==> config.mk <==
export PLATFORM = sky130hd
export DESIGN_NAME = bcd_stopwatch_display
export DESIGN_NICKNAME = d
export VERILOG_FILES = /design/src/rtl/bcd_stopwatch_display.sv
export SDC_FILE = /design/constraint.sdc
export NUM_CORES = 1
export LEC_CHECK = 0
export CORE_ASPECT_RATIO = 1.2
export CORE_MARGIN = 5
export CORE_UTILIZATION = 50
export CTS_CLUSTER_SIZE = 28
export DETAILED_ROUTE_END_ITERATION = 8
export GPL_ROUTABILITY_DRIVEN = 0
export PLACE_DENSITY_LB_ADDON = 0.1
export RECOVER_POWER = 100
export SKIP_CTS_REPAIR_TIMING = 1
export SYNTH_ARGS = -nofsm -noshare
export SYNTH_HDL_FRONTEND = slang
export SYNTH_SLANG_ARGS = --single-unit
==> constraint.sdc <==
create_clock -name clk -period 3.09 [get_ports clk]
set_input_delay 0.618 -clock clk [delete_from_list [all_inputs] [get_ports clk]]
set_output_delay 0.618 -clock clk [all_outputs]
set_load 0.05 [all_outputs]
==> src/rtl/bcd_stopwatch_display.sv <==
// N-digit BCD stopwatch (hold/up/down/load) with multiplexed 7-segment drive.
// Optional leading-zero blanking: define BCD_STOPWATCH_BLANK_EN.
module bcd_stopwatch_display #(
  parameter int unsigned DIGITS   = 4,
  parameter int unsigned TICK_DIV = 50000,
  parameter int unsigned SCAN_DIV = 1000
) (
  input  logic                  clk,
  input  logic                  reset,
  input  logic [1:0]            s,
  input  logic [4*DIGITS-1:0]   set,
  output logic [4*DIGITS-1:0]   count,
  output logic                  wrap,
  output logic [6:0]            seg,
  output logic [DIGITS-1:0]     an
);

  localparam int unsigned PRE_W = (TICK_DIV > 1) ? $clog2(TICK_DIV) : 1;
  localparam int unsigned SCN_W = (SCAN_DIV > 1) ? $clog2(SCAN_DIV) : 1;
  localparam int unsigned IDX_W = (DIGITS > 1)   ? $clog2(DIGITS)   : 1;

  localparam logic [PRE_W-1:0] PRE_LAST = PRE_W'(TICK_DIV - 1);
  localparam logic [SCN_W-1:0] SCN_LAST = SCN_W'(SCAN_DIV - 1);
  localparam logic [IDX_W-1:0] IDX_LAST = IDX_W'(DIGITS - 1);

  typedef enum logic [1:0] {
    MODE_HOLD = 2'b00,
    MODE_UP   = 2'b01,
    MODE_DOWN = 2'b10,
    MODE_LOAD = 2'b11
  } mode_t;

  mode_t                 mode;
  logic [PRE_W-1:0]      pre;
  logic [SCN_W-1:0]      scan_pre;
  logic [IDX_W-1:0]      idx;
  logic                  tick;
  logic [4*DIGITS-1:0]   up_val;
  logic [4*DIGITS-1:0]   dn_val;
  logic [4*DIGITS-1:0]   load_val;
  logic                  up_wrap;
  logic                  dn_wrap;
  logic [3:0]            cur;
  logic                  cur_blank;

  function automatic logic [6:0] decode(input logic [3:0] d);
    case (d)
      4'd0:    decode = 7'b0111111;
      4'd1:    decode = 7'b0000110;
      4'd2:    decode = 7'b1011011;
      4'd3:    decode = 7'b1001111;
      4'd4:    decode = 7'b1100110;
      4'd5:    decode = 7'b1101101;
      4'd6:    decode = 7'b1111101;
      4'd7:    decode = 7'b0000111;
      4'd8:    decode = 7'b1111111;
      4'd9:    decode = 7'b1101111;
      default: decode = 7'b0000000;
    endcase
  endfunction

  always_comb begin
    mode = mode_t'(s);
    tick = ((mode == MODE_UP) || (mode == MODE_DOWN)) && (pre == PRE_LAST);
  end

  // Ripple carry/borrow through the digits; surviving carry/borrow marks the wrap.
  always_comb begin
    logic       carry;
    logic       borrow;
    logic [3:0] d;
    up_val   = '0;
    dn_val   = '0;
    load_val = '0;
    carry    = 1'b1;
    borrow   = 1'b1;
    for (int unsigned i = 0; i < DIGITS; i++) begin
      d = count[4*i +: 4];
      if (carry) begin
        if (d == 4'd9) up_val[4*i +: 4] = 4'd0;
        else begin
          up_val[4*i +: 4] = d + 4'd1;
          carry = 1'b0;
        end
      end else begin
        up_val[4*i +: 4] = d;
      end
      if (borrow) begin
        if (d == 4'd0) dn_val[4*i +: 4] = 4'd9;
        else begin
          dn_val[4*i +: 4] = d - 4'd1;
          borrow = 1'b0;
        end
      end else begin
        dn_val[4*i +: 4] = d;
      end
      load_val[4*i +: 4] = (set[4*i +: 4] > 4'd9) ? 4'd9 : set[4*i +: 4];
    end
    up_wrap = carry;
    dn_wrap = borrow;
  end

  always_ff @(posedge clk) begin
    if (reset) begin
      pre   <= '0;
      count <= '0;
      wrap  <= 1'b0;
    end else begin
      wrap <= 1'b0;
      case (mode)
        MODE_LOAD: begin
          pre   <= '0;
          count <= load_val;
        end
        MODE_UP, MODE_DOWN: begin
          if (tick) begin
            pre   <= '0;
            count <= (mode == MODE_UP) ? up_val : dn_val;
            wrap  <= (mode == MODE_UP) ? up_wrap : dn_wrap;
          end else begin
            pre <= pre + PRE_W'(1);
          end
        end
        default: ;
      endcase
    end
  end

  always_ff @(posedge clk) begin
    if (reset) begin
      scan_pre <= '0;
      idx      <= '0;
    end else if (scan_pre == SCN_LAST) begin
      scan_pre <= '0;
      idx      <= (idx == IDX_LAST) ? '0 : idx + IDX_W'(1);
    end else begin
      scan_pre <= scan_pre + SCN_W'(1);
    end
  end

  always_comb begin
    cur = 4'd0;
    for (int unsigned i = 0; i < DIGITS; i++) begin
      if (idx == IDX_W'(i)) cur = count[4*i +: 4];
    end
  end

`ifdef BCD_STOPWATCH_BLANK_EN
  // blank[i]: digit i and every more-significant digit are zero; digit 0 never blanks.
  logic [DIGITS-1:0] blank;
  always_comb begin
    logic lead;
    int unsigned j;
    blank = '0;
    lead  = 1'b1;
    for (int unsigned k = 0; k + 1 < DIGITS; k++) begin
      j = DIGITS - 1 - k;
      lead = lead && (count[4*j +: 4] == 4'd0);
      blank[j] = lead;
    end
    cur_blank = 1'b0;
    for (int unsigned i = 0; i < DIGITS; i++) begin
      if (idx == IDX_W'(i)) cur_blank = blank[i];
    end
  end
`else
  always_comb begin
    cur_blank = 1'b0;
  end
`endif

  always_ff @(posedge clk) begin
    if (reset) begin
      seg <= 7'b0111111;
      an  <= DIGITS'(1);
    end else begin
      seg <= cur_blank ? 7'b0000000 : decode(cur);
      an  <= DIGITS'(1) << idx;
    end
  end

endmodule

# After elaboration in Yosys (flattened, before gate mapping)
# Memory sizes are Yosys's and may differ from the RTL's. A register that Yosys moved wholly into a read port is not among the register bits.
# Cells that the tools add are included.
dict set report word_totals {
  reg_bits 49
  romBits 112
  output_inout_bits 28
  word_cells 105
  mem_count 1
}
# memory words word_bits read_ports rd_clocked_by_memory_dff wr line
set memory_table {}
lappend memory_table {{(name not given)} 16 7 1 1 0 47} ;# case (d)
dict set report classes {
  addsub 11
  n_lt_le_gt_ge 4
  n_eq_ne 19
  n_shift 1
  mux 43
  n_bitwise 2
  n_reduce_logical 15
}
# operator count
set op_table {}
lappend op_table {{2-to-1 mux 4 bit} 22}
lappend op_table {{case mux 16 bit (2 select lines)} 2}
lappend op_table {{2-to-1 mux 16 bit} 3}
lappend op_table {{inequality test 3 bit (second input constant)} 6}
lappend op_table {{adder 16 x 1 -> 16 bit (second input constant)} 1}
lappend op_table {{adder 4 x 1 -> 4 bit (second input constant)} 4}
lappend op_table {{== test 16 bit (second input constant)} 1}
lappend op_table {{== test 4 bit (second input constant)} 4}
lappend op_table {{greater-than comparator 4 bit (second input constant)} 4}
lappend op_table {{logical NOT 4 bit} 4}
lappend op_table {{subtractor 4 x 1 -> 4 bit (second input constant)} 4}
lappend op_table {{2-to-1 mux 1 bit} 15}
lappend op_table {{AND reduction 4 bit} 3}
lappend op_table {{adder 10 x 1 -> 10 bit (second input constant)} 1}
lappend op_table {{== test 10 bit (second input constant)} 1}
lappend op_table {{== test 2 bit (second input constant)} 4}
lappend op_table {{== test 2 x 1 -> 1 bit (second input constant)} 2}
lappend op_table {{OR reduction 2 bit} 2}
lappend op_table {{left shift 1 x 2 -> 4 bit (first input constant)} 1}
lappend op_table {{OR reduction 3 bit} 1}
lappend op_table {{adder 2 x 1 -> 2 bit (second input constant)} 1}
lappend op_table {{logical NOT 2 bit} 1}
lappend op_table {{2-to-1 mux 2 bit} 1}
lappend op_table {{inequality test 2 bit (second input constant)} 1}
lappend op_table {{5 further kinds} 6}

# Depth between registers and ports, before layout
# Gate-level depths: netlist of run 1.
dict set report depth {
  word_depth 8
  mapped_depth 10
}

# Least setup slack after synthesis of run 1
# No wires, ideal clock.
dict set report synth_timing {
  path_type {reg-to-reg}
  from {reg count[5]}
  to {reg seg[2]}
  setup_time_ns 0.114
  t_arrival_ns 2.245
  setup_slack_ns 0.731
  path_stages_with_launch 8
  n_path_buf 1
  period_less_slack_ns 2.359
  path_cell_list {dfxtp_1 -> clkbuf_1 -> a211oi_1 -> a211o_1 -> inv_1 -> ha_1 -> or3b_2 -> a21o_1}
}
dict set report synth_between {
  elab_chain_len 3
}
# element line
set synth_rtl {}
lappend synth_rtl {{start: declaration} 12} ;# output logic [4*DIGITS-1:0] count,
lappend synth_rtl {{start signal: assignment} 113} ;# count <= load_val;
lappend synth_rtl {{start signal: assignment} 118} ;# count <= (mode == MODE_UP) ? up_val : dn_val;
lappend synth_rtl {{2-to-1 mux 4 bit (3 in series)} 144} ;# if (idx == IDX_W'(i)) cur = count[4*i +: 4];
lappend synth_rtl {{end: declaration} 14} ;# output logic [6:0] seg,
# Every way passes these cells.
# A chain may end at the register's enable or synchronous reset.

# Worst setup path after layout of run 1
dict set report layout_timing {
  from {in s[0]}
  to {reg count[12]}
}
dict set report layout_between {
  elab_chain_len 5
  elab_cells_between_ends 14
}
# element line
set layout_rtl {}
lappend layout_rtl {{start: declaration} 10} ;# input logic [1:0] s,
lappend layout_rtl {{== test 2 x 1 -> 1 bit / == test 2 bit (equally long branches)} {64, 110, 118}}
lappend layout_rtl {{logical OR 1 bit} 64} ;# tick = ((mode == MODE_UP) || (mode == MODE_DOWN)) && (pre == PRE_LAST);
lappend layout_rtl {{logical AND 1 bit} 64}
lappend layout_rtl {{inequality test 2 bit (no source line)} -}
lappend layout_rtl {{AND reduction 4 bit (no source line)} -}
# Parallel ways exist; a longest one is shown, timed or not. The select of a mux whose other input is x is not followed.

==> summary.md, run 1 <==
| Metric | Value |
|---|---|
| Outcome | finished with violations |
| Failing checks | max-capacitance violations, max-slew violations |
| Core area | 6850 um2 |
| Final-report hold violation count | 0 |
| Synth async-reset ratio | 0 |
| Nets | 514 |
| Setup CP Type | in2reg |
| Buffers on Ports | 47 |
| Pre-CTS setup slack | 190 ps |
| Number of global-route vias before repair | 3186 |
| RSZ-0062 raised after global routing | no |
| Xor/xnor cell area share of the yosys netlist | 0.0570 |
| 1st-iter DRT viols | 183 |
| Initial antenna violation count | 0 |
| Fin crit share | 0.916 |
| Chip Height | 102 um |
| Crit-path leading delay family | simple AND/OR/NAND/NOR gates |
| Fmax achieved | 353 MHz |
| Number of setup violations in the final report | 0 |
| Post-synth top area cell | dfxtp_1 |
| Residual DRC | 0 |
| Slew Limit Headroom | -0.0491 |
| Slew @ Worst Pin | 1570 ps |
| Hold Path Class | reg2reg |
| First-pass GRT wire length | 14.4 mm |
| Simple-gate share of the synthesized area | 0.282 |
| Top Ports | 48 |
| Final setup margin | 261 ps |
| Synth Area in Compound Gates | 0.211 |
| CTS Buf Count | 5 |
| Max cap viols | 1 |
| Full die area | 8850 um2 |
| Initial Util | 0.516 |
| Synth cell types | 59 |
| CTS clk-pin slew, worst paths | 110 ps |
| Synthesized area per cell | 7.94 um2 |
| Root Buffer | clkbuf_8 |
| Synth Register Bits | 56 |
| CTS sink count | 56 |
| Clk_lat worst skew | 310 ps |
| Worst setup EP type | register |
| Fraction of layout cells with a size suffix above 1 | 0.0649 |
| Clock Path Buffers | 2 |
| H-tree depth | 2 |
| Clk_skew | 14.6 ps |
| Synthesis-to-layout area growth | 17.2% |
| Top Usage Layer GRT | met2 |
| Grt ovf | 0 |
| Crit path buf inv count | 2 |
| Most common cell in the netlist | dfxtp_1 |
| DP HPWL | 6.34 mm |
| PD cells | 428 nW/um2 |
| Max VDD drop | 0.000385 V |
| Top cells by area, synth | dfxtp_1 (32%), ha_1 (6.0%), nor2_1 (5.1%) |
| CP startpoint kind | primary input |
| WL final | 8.61 mm |
| Total track usage | 0.199 |
| Pleak | 0.00152 uW |
| Vias | 3262 |
| ANT nets after route | 0 |
| Register area share after synthesis | 0.317 |
| Largest family of logic cells by synthesized area | simple AND/OR/NAND/NOR gates |
| Critical path peak fanout | 8 |
| Period minus WS final | 2830 ps |
| CP required | 3330 ps |
| GR Util met2 | 0.370 |
| Post-synthesis cell count | 445 |
| CTS tree | yes |
| DRT Pass-1 Iters | 4 |
| Critical path's largest stage delay | 630 ps |
| Share of the synthesized area in the top cell type | 0.317 |
| Crit path DAT | 3060 ps |
| Routed length per instance | 15.2 um |
| Max-slew violations | 33 |
| Post-Synthesis Cell Area | 3530 um2 |
| Syn nets | 482 |
| Post-synth top flop | dfxtp_1 |
| Placed Instances | 557 |
| EDFF count, synth | 0 |
| CP cell instances | clkdlybuf4s50_1 -> inv_1 -> ha_1 -> nand4b_1 -> nor4_1 -> o211ai_2 -> a221o_1 -> a21oi_1 |
| Grt met1 use | 0.226 |
| Die W | 86.7 um |
| Via-to-Cell Ratio | 5.77 |
| GR Layer Usage met3 | 0.0379 |
| Rows | 33 |
| Largest net degree at the start of global routing | 33 |
| Slowest-stage cell, CP | nor4_1 |
| Yosys warning total | 0 |
| Mux contribution to synthesized area | 0.0142 |
| Setup_tns | 0 ps |
| Top cells by count, synth | dfxtp_1 (56), nor2_1 (48), nand2_1 (36), clkbuf_1 (27), a21oi_1 (26) |
| Ant. Diodes | 0 |
| Non-filler cells, final | 565 |
| Synth Area in Adders | 0.0602 |
| Filler instances | 648 |
[through the flow]
step	cell area [um2]	utilization	hold slack, ps	total power, uW
finish	4140	0.604	446	1770
CTS	4160	0.608	450	1810
global route	4140	0.604	502	1870
detailed placement	4060	0.592	433	1320
floorplan	3530	-	413	1170
global placement	4060	0.592	428	1310
[layout by cell type (no fill, tap or decap), drive strengths merged, types with 7 or more instances in the layout]
cell	instances
dfxtp	56
nor2	48
nand2	36
dlygate4sd3	29
a21oi	27
o21ai	24
inv	22
nor3	18
clkdlybuf4s50	18
ha	17
xnor2	15
nand3	10
a31oi	9
nand3b	8
xor2	8
or3	8
clkbuf	8
a221o	7
buf	7
nor4	7
or4	7
[final timing paths]
kind	start	end	slack, ps	depth (start not counted)
hold / removal	scan_pre[0]	scan_pre[0]	450	1
hold reg to reg	scan_pre[0]	scan_pre[0]	450	1
setup / recovery	s[0]	count[12]	260	8
setup reg to reg	idx[0]	seg[5]	510	10
[metal layers]
layer  vias up  wire [um]
met5         -          0
met4         0        109
met3         8        315
met2        49       4480
met1      1542       3710
li1       1663          -
[cell families after synthesis]
logic type	count (synthesis)
muxes	5
and+or+nand+nor	184
buffers and inverters	53
xor gates and xnor gates	23
AOI/OAI and AO/OA	107
adders and majority gates	17
DFF	56
[where the power goes]
group	internal, uW	switching [uW]	leakage (uW)
registers	757	62.8	0.000456
clock network	241	239	0.0000552
logic	187	286	0.00101
[state kept, by name (all words and copies together) (netlist names)]
signal,count
count,16
pre,16
scan_pre,10
seg,7
an,4
idx,2
wrap,1
[cell type report]
| cell class | count | area [um2] | area share |
|---|---|---|---|
| Multi-Input combinational cell | 336 | 2190 | 0.529 |
| Sequential cell | 56 | 1120 | 0.271 |
| Timing Repair Buffer | 56 | 531 | 0.128 |
| Tap cell | 87 | 109 | 0.0263 |
| Inverter | 22 | 82.6 | 0.0199 |
| Clock buffer | 6 | 72.6 | 0.0175 |
| Clock inverter | 2 | 35.0 | 0.00846 |
Note: power is estimated with default switching activity, not from simulation.
==> run 2: changes to the inputs <==
--- a/config.mk
+++ b/config.mk
@@ -11,7 +11,7 @@
 export CTS_CLUSTER_SIZE = 28
 export DETAILED_ROUTE_END_ITERATION = 8
 export GPL_ROUTABILITY_DRIVEN = 0
-export PLACE_DENSITY_LB_ADDON = 0.1
+export PLACE_DENSITY = 0.74
 export RECOVER_POWER = 100
 export SKIP_CTS_REPAIR_TIMING = 1
 export SYNTH_ARGS = -nofsm -noshare
==> run 2 against run 1 <==
- the run now ends clean
- sequential cell count is the same
- sequential power is essentially flat
- largest power group unchanged
- total power shrank 3.0%
- via count grew 1.4%
- critical path type unchanged
- clock-buffer cell count is the same
==> summary.md, run 2 (synthesis results as in run 1) <==
| Metric | Value |
|---|---|
| Clk_skew | 3.80 ps |
| H-tree depth | 2 |
| Fin crit share | 0.900 |
| Top Ports | 48 |
| Chip Height | 102 um |
| Residual DRC | 0 |
| GR Util met2 | 0.354 |
| CTS clk-pin slew, worst paths | 100 ps |
| Worst setup EP type | register |
| Final Power | 1720 uW |
| ANT nets after route | 0 |
| Die W | 86.7 um |
| Top Registers | count: 16 flops, pre: 16 flops, scan_pre: 10 flops |
| Setup CP Type | in2reg |
| Slew @ Worst Pin | 1450 ps |
| Rows | 33 |
| Setup_tns | 0 ps |
| Via-to-Cell Ratio | 5.85 |
| Max cap viols | 0 |
| WL final | 8.54 mm |
| Synthesis-to-layout area growth | 16.7% |
| Comb pwr share | 0.275 |
| Grt met1 use | 0.243 |
| Crit path DAT | 2910 ps |
| CTS tree | yes |
| Period minus WS final | 2780 ps |
| Number of setup violations in the final report | 0 |
| Outcome | finished clean |
| Clock Path Buffers | 2 |
| Buffers on Ports | 47 |
| Max-slew violations | 0 |
| Slew Limit Headroom | 0.0310 |
| Vias | 3307 |
| Top Usage Layer GRT | met2 |
| Critical path peak fanout | 6 |
| CP required | 3220 ps |
| Initial Util | 0.516 |
| Clk_lat worst skew | 320 ps |
| Sw frac | 0.348 |
| Fraction of layout cells with a size suffix above 1 | 0.0628 |
| CTS Buf Count | 5 |
| First-pass GRT wire length | 14.3 mm |
| Nets | 514 |
| Max VDD drop | 0.000204 V |
| Clock power share | 0.248 |
| Full die area | 8850 um2 |
| Worst hold margin | 454 ps |
| Routed length per instance | 15.1 um |
| Initial antenna violation count | 0 |
| P_int | 1120 uW |
| Final-report hold violation count | 0 |
| Core area | 6850 um2 |
| Hold Path Class | reg2reg |
| Pleak | 0.00154 uW |
| Most frequent cells in the layout | dfxtp_1 (56), nor2_1 (48), nand2_1 (36) |
| Root Buffer | clkbuf_8 |
| RSZ-0062 raised after global routing | no |
| 1st-iter DRT viols | 238 |
| Number of global-route vias before repair | 3084 |
| Ant. Diodes | 0 |
| Total track usage | 0.199 |
| Grt ovf | 0 |
| Most common cell after layout, fill and taps aside | dfxtp_1 |
| GR Layer Usage met3 | 0.0427 |
| PD cells | 417 nW/um2 |
| Largest net degree at the start of global routing | 33 |
| CTS sink count | 56 |
| Fmax achieved | 360 MHz |
| Fraction of power consumed by sequential logic | 0.478 |
| Switching Power | 598 uW |
| DRT Pass-1 Iters | 4 |
| DP HPWL | 6.26 mm |
| CP startpoint kind | primary input |
run 2: power groups by stage:
stage                     combinational [uW]  clock [uW]  sequential (uW)
after floorplan                          271           0              898
after global placement                   478           0              836
after detailed placement                 487           0              838
after CTS                                490         431              822
after global routing                     514         460              830
final                                    472         426              822
run 2: metal layers:
layer / vias up / routed length [um]
met5: - / 0
met4: 0 / 130
met3: 11 / 430
met2: 77 / 4290
met1: 1560 / 3690
li1: 1659 / -
run 2: stage by stage:
stage | setup slack (ps) | utilization | area (um2) | cells
2_1_floorplan | 731 | - | 3530 | 445
3_5_place_dp | 72.6 | 0.592 | 4060 | 557
6_report | 309 | 0.602 | 4120 | 565
3_3_place_gp | 153 | 0.592 | 4060 | 557
4_1_cts | 398 | 0.605 | 4150 | 565
5_1_grt | 102 | 0.602 | 4120 | 565
run 2: worst max-delay path, stage by stage:
cell	delay [ps]
clkdlybuf4s50_1	540
inv_1	100
ha_1	190
or3_1	300
a2111oi_0	580
a21oi_1	290
a21oi_1	190
a221oi_1	90
run 2: path summary, 6_finish.rpt:
path | from | end | slack (ps) | cells after the start
min reg2reg | scan_pre[0] | scan_pre[0] | 450 | 1
min | scan_pre[0] | scan_pre[0] | 450 | 1
max | s[1] | count[6] | 310 | 8
max reg2reg | idx[0] | seg[5] | 530 | 10
run 2: layout make-up:
| cell class | count | area [um2] |
|---|---|---|
| Clock buffer | 6 | 82.6 |
| Clock inverter | 2 | 10.0 |
| Fill cell | 649 | 2730 |
| Inverter | 22 | 82.6 |
| Multi-Input combinational cell | 336 | 2190 |
| Sequential cell | 56 | 1120 |
| Tap cell | 87 | 109 |
| Timing Repair Buffer | 56 | 531 |
==> run 3: changes to the inputs <==
--- a/config.mk
+++ b/config.mk
@@ -11,7 +11,8 @@
 export CTS_CLUSTER_SIZE = 28
 export DETAILED_ROUTE_END_ITERATION = 8
 export GPL_ROUTABILITY_DRIVEN = 0
-export PLACE_DENSITY = 0.74
+export GPL_TIMING_DRIVEN = 0
+export PLACE_DENSITY = 0.77
 export RECOVER_POWER = 100
 export SKIP_CTS_REPAIR_TIMING = 1
 export SYNTH_ARGS = -nofsm -noshare
==> constraint.sdc (replaced) <==
create_clock -name clk -period 2.5 [get_ports clk]
set_input_delay 0.5 -clock clk [delete_from_list [all_inputs] [get_ports clk]]
set_output_delay 0.5 -clock clk [all_outputs]
set_load 0.05 [all_outputs]
==> run 3 against run 2 <==
- sequential cell count stayed put
- core utilization is 2.0 points higher
- clock skew is 5.5 ps higher
- first-iteration DRC count is 3.8% lower
- largest power group unchanged
- highest routed layer unchanged
==> summary.md, run 3 (synthesis results as in run 1) <==
| Metric | Value |
|---|---|
| Outcome | finished clean |
| Grt ovf | 0 |
| Pre-CTS setup slack | -586 ps |
| Grt met1 use | 0.264 |
| WL final | 9.14 mm |
| Synthesis-to-layout area growth | 20.6% |
| DRT Pass-1 Iters | 5 |
| CTS clk-pin slew, worst paths | 100 ps |
| Crit path DAT | 2650 ps |
| RR Startpoint | idx[1] |
| Hold Path Class | reg2reg |
| CTS sink count | 56 |
| Most common cell after layout, fill and taps aside | dfxtp_1 |
| Clk_skew | 9.31 ps |
| Buffers on Ports | 47 |
| Slew @ Worst Pin | 637 ps |
| Root Buffer | clkbuf_8 |
| Largest net degree at the start of global routing | 17 |
| 1st-iter DRT viols | 229 |
| Worst setup EP type | register |
| CP required | 2720 ps |
| First-pass GRT wire length | 15.1 mm |
| Number of setup violations in the final report | 0 |
| Core area | 6850 um2 |
| Max VDD drop | 0.000379 V |
| Via-to-Cell Ratio | 5.90 |
| Routed length per instance | 15.5 um |
| Setup CP Type | in2reg |
| Most frequent cells in the layout | dfxtp_1 (55), nor2_1 (48), nand2_1 (36) |
| Max-slew violations | 0 |
| Total track usage | 0.210 |
| Fraction of layout cells with a size suffix above 1 | 0.0737 |
| Full die area | 8850 um2 |
| Clock Path Buffers | 2 |
| Final instance area | 4260 um2 |
| Slew Limit Headroom | 0.572 |
| Top Registers | count: 16 flops, pre: 16 flops, scan_pre: 10 flops |
| ANT nets after route | 0 |
| Chip Height | 102 um |
| Max cap viols | 0 |
| Die W | 86.7 um |
| CTS Buf Count | 5 |
| CP startpoint kind | primary input |
| CTS tree | yes |
| Initial Util | 0.516 |
| PD cells | 522 nW/um2 |
| Ant. Diodes | 0 |
| Setup_tns | 0 ps |
| Period minus WS final | 2420 ps |
| Critical Path Source | s[0] |
| Final-report hold violation count | 0 |
| Number of global-route vias before repair | 3161 |
| Fin crit share | 0.970 |
| Pleak | 0.00159 uW |
| Final setup margin | 75.4 ps |
| H-tree depth | 2 |
| Vias | 3474 |
| Cell Area, Placed | 4110 um2 |
| Residual DRC | 0 |
| Hold path start | scan_pre[0] |
| Fmax achieved | 412 MHz |
| GR Layer Usage met3 | 0.0371 |
| Top Ports | 48 |
| Clk_lat worst skew | 310 ps |
| Nets | 538 |
| Worst hold margin | 448 ps |
| Top Usage Layer GRT | met2 |
| DP HPWL | 6.84 mm |
| Initial antenna violation count | 0 |
| Util after Layout | 0.622 |
| GR Util met2 | 0.369 |
| Critical path peak fanout | 8 |
| Rows | 33 |
==> run 3: cell count changes in the layout (fill, tap and decap cells not counted), sizes merged <==
cell	change
dlymetal6s2s	+2
buf	-2
dlygate4sd3	-2
bufinv	+1
clkbuf	+26
clkinv	-1
==> run 3: area by class of cell <==
cell class	instances	area (um2)
Clock buffer	6	72.6
Buffer	30	125
Fill cell	633	2590
Timing Repair Buffer	50	498
Inverter	22	82.6
Sequential cell	56	1120
Tap cell	87	109
Clock inverter	2	35.0
Multi-Input combinational cell	336	2220
==> run 3: worst paths after layout <==
path	to	slack, ps	cells past startpoint
setup / recovery	count[8]	80	10
setup reg to reg	seg[5]	110	10
hold / removal	scan_pre[0]	450	1
hold reg to reg	scan_pre[0]	450	1
==> run 3: worst max-delay path: stages <==
cell and delay (ps):
dlymetal6s2s_1 190, inv_1 90, ha_1 200, buf_2 180
nand4b_1 290, nor4_4 410, buf_4 170, o211a_4 200
o21ai_0 90, a221oi_1 300
==> run 3: stage by stage <==
step	std cells	power, uW
detailed placement	579	1650
global placement	579	1630
finish	589	2220
floorplan	445	1440
CTS	587	2240
global route	589	2340
==> run 3: power breakdown <==
part           total (uW)  switching (uW)  internal, uW
Sequential            969            34.0           935
Clock                 599             301           298
Combinational         656             416           241
==> run 3: metal layers <==
layer | share of wire | vias up
li1 | - | 1710
met5 | 0 | -
met1 | 0.42 | 1633
met2 | 0.51 | 115
met3 | 0.050 | 16
met4 | 0.019 | 0
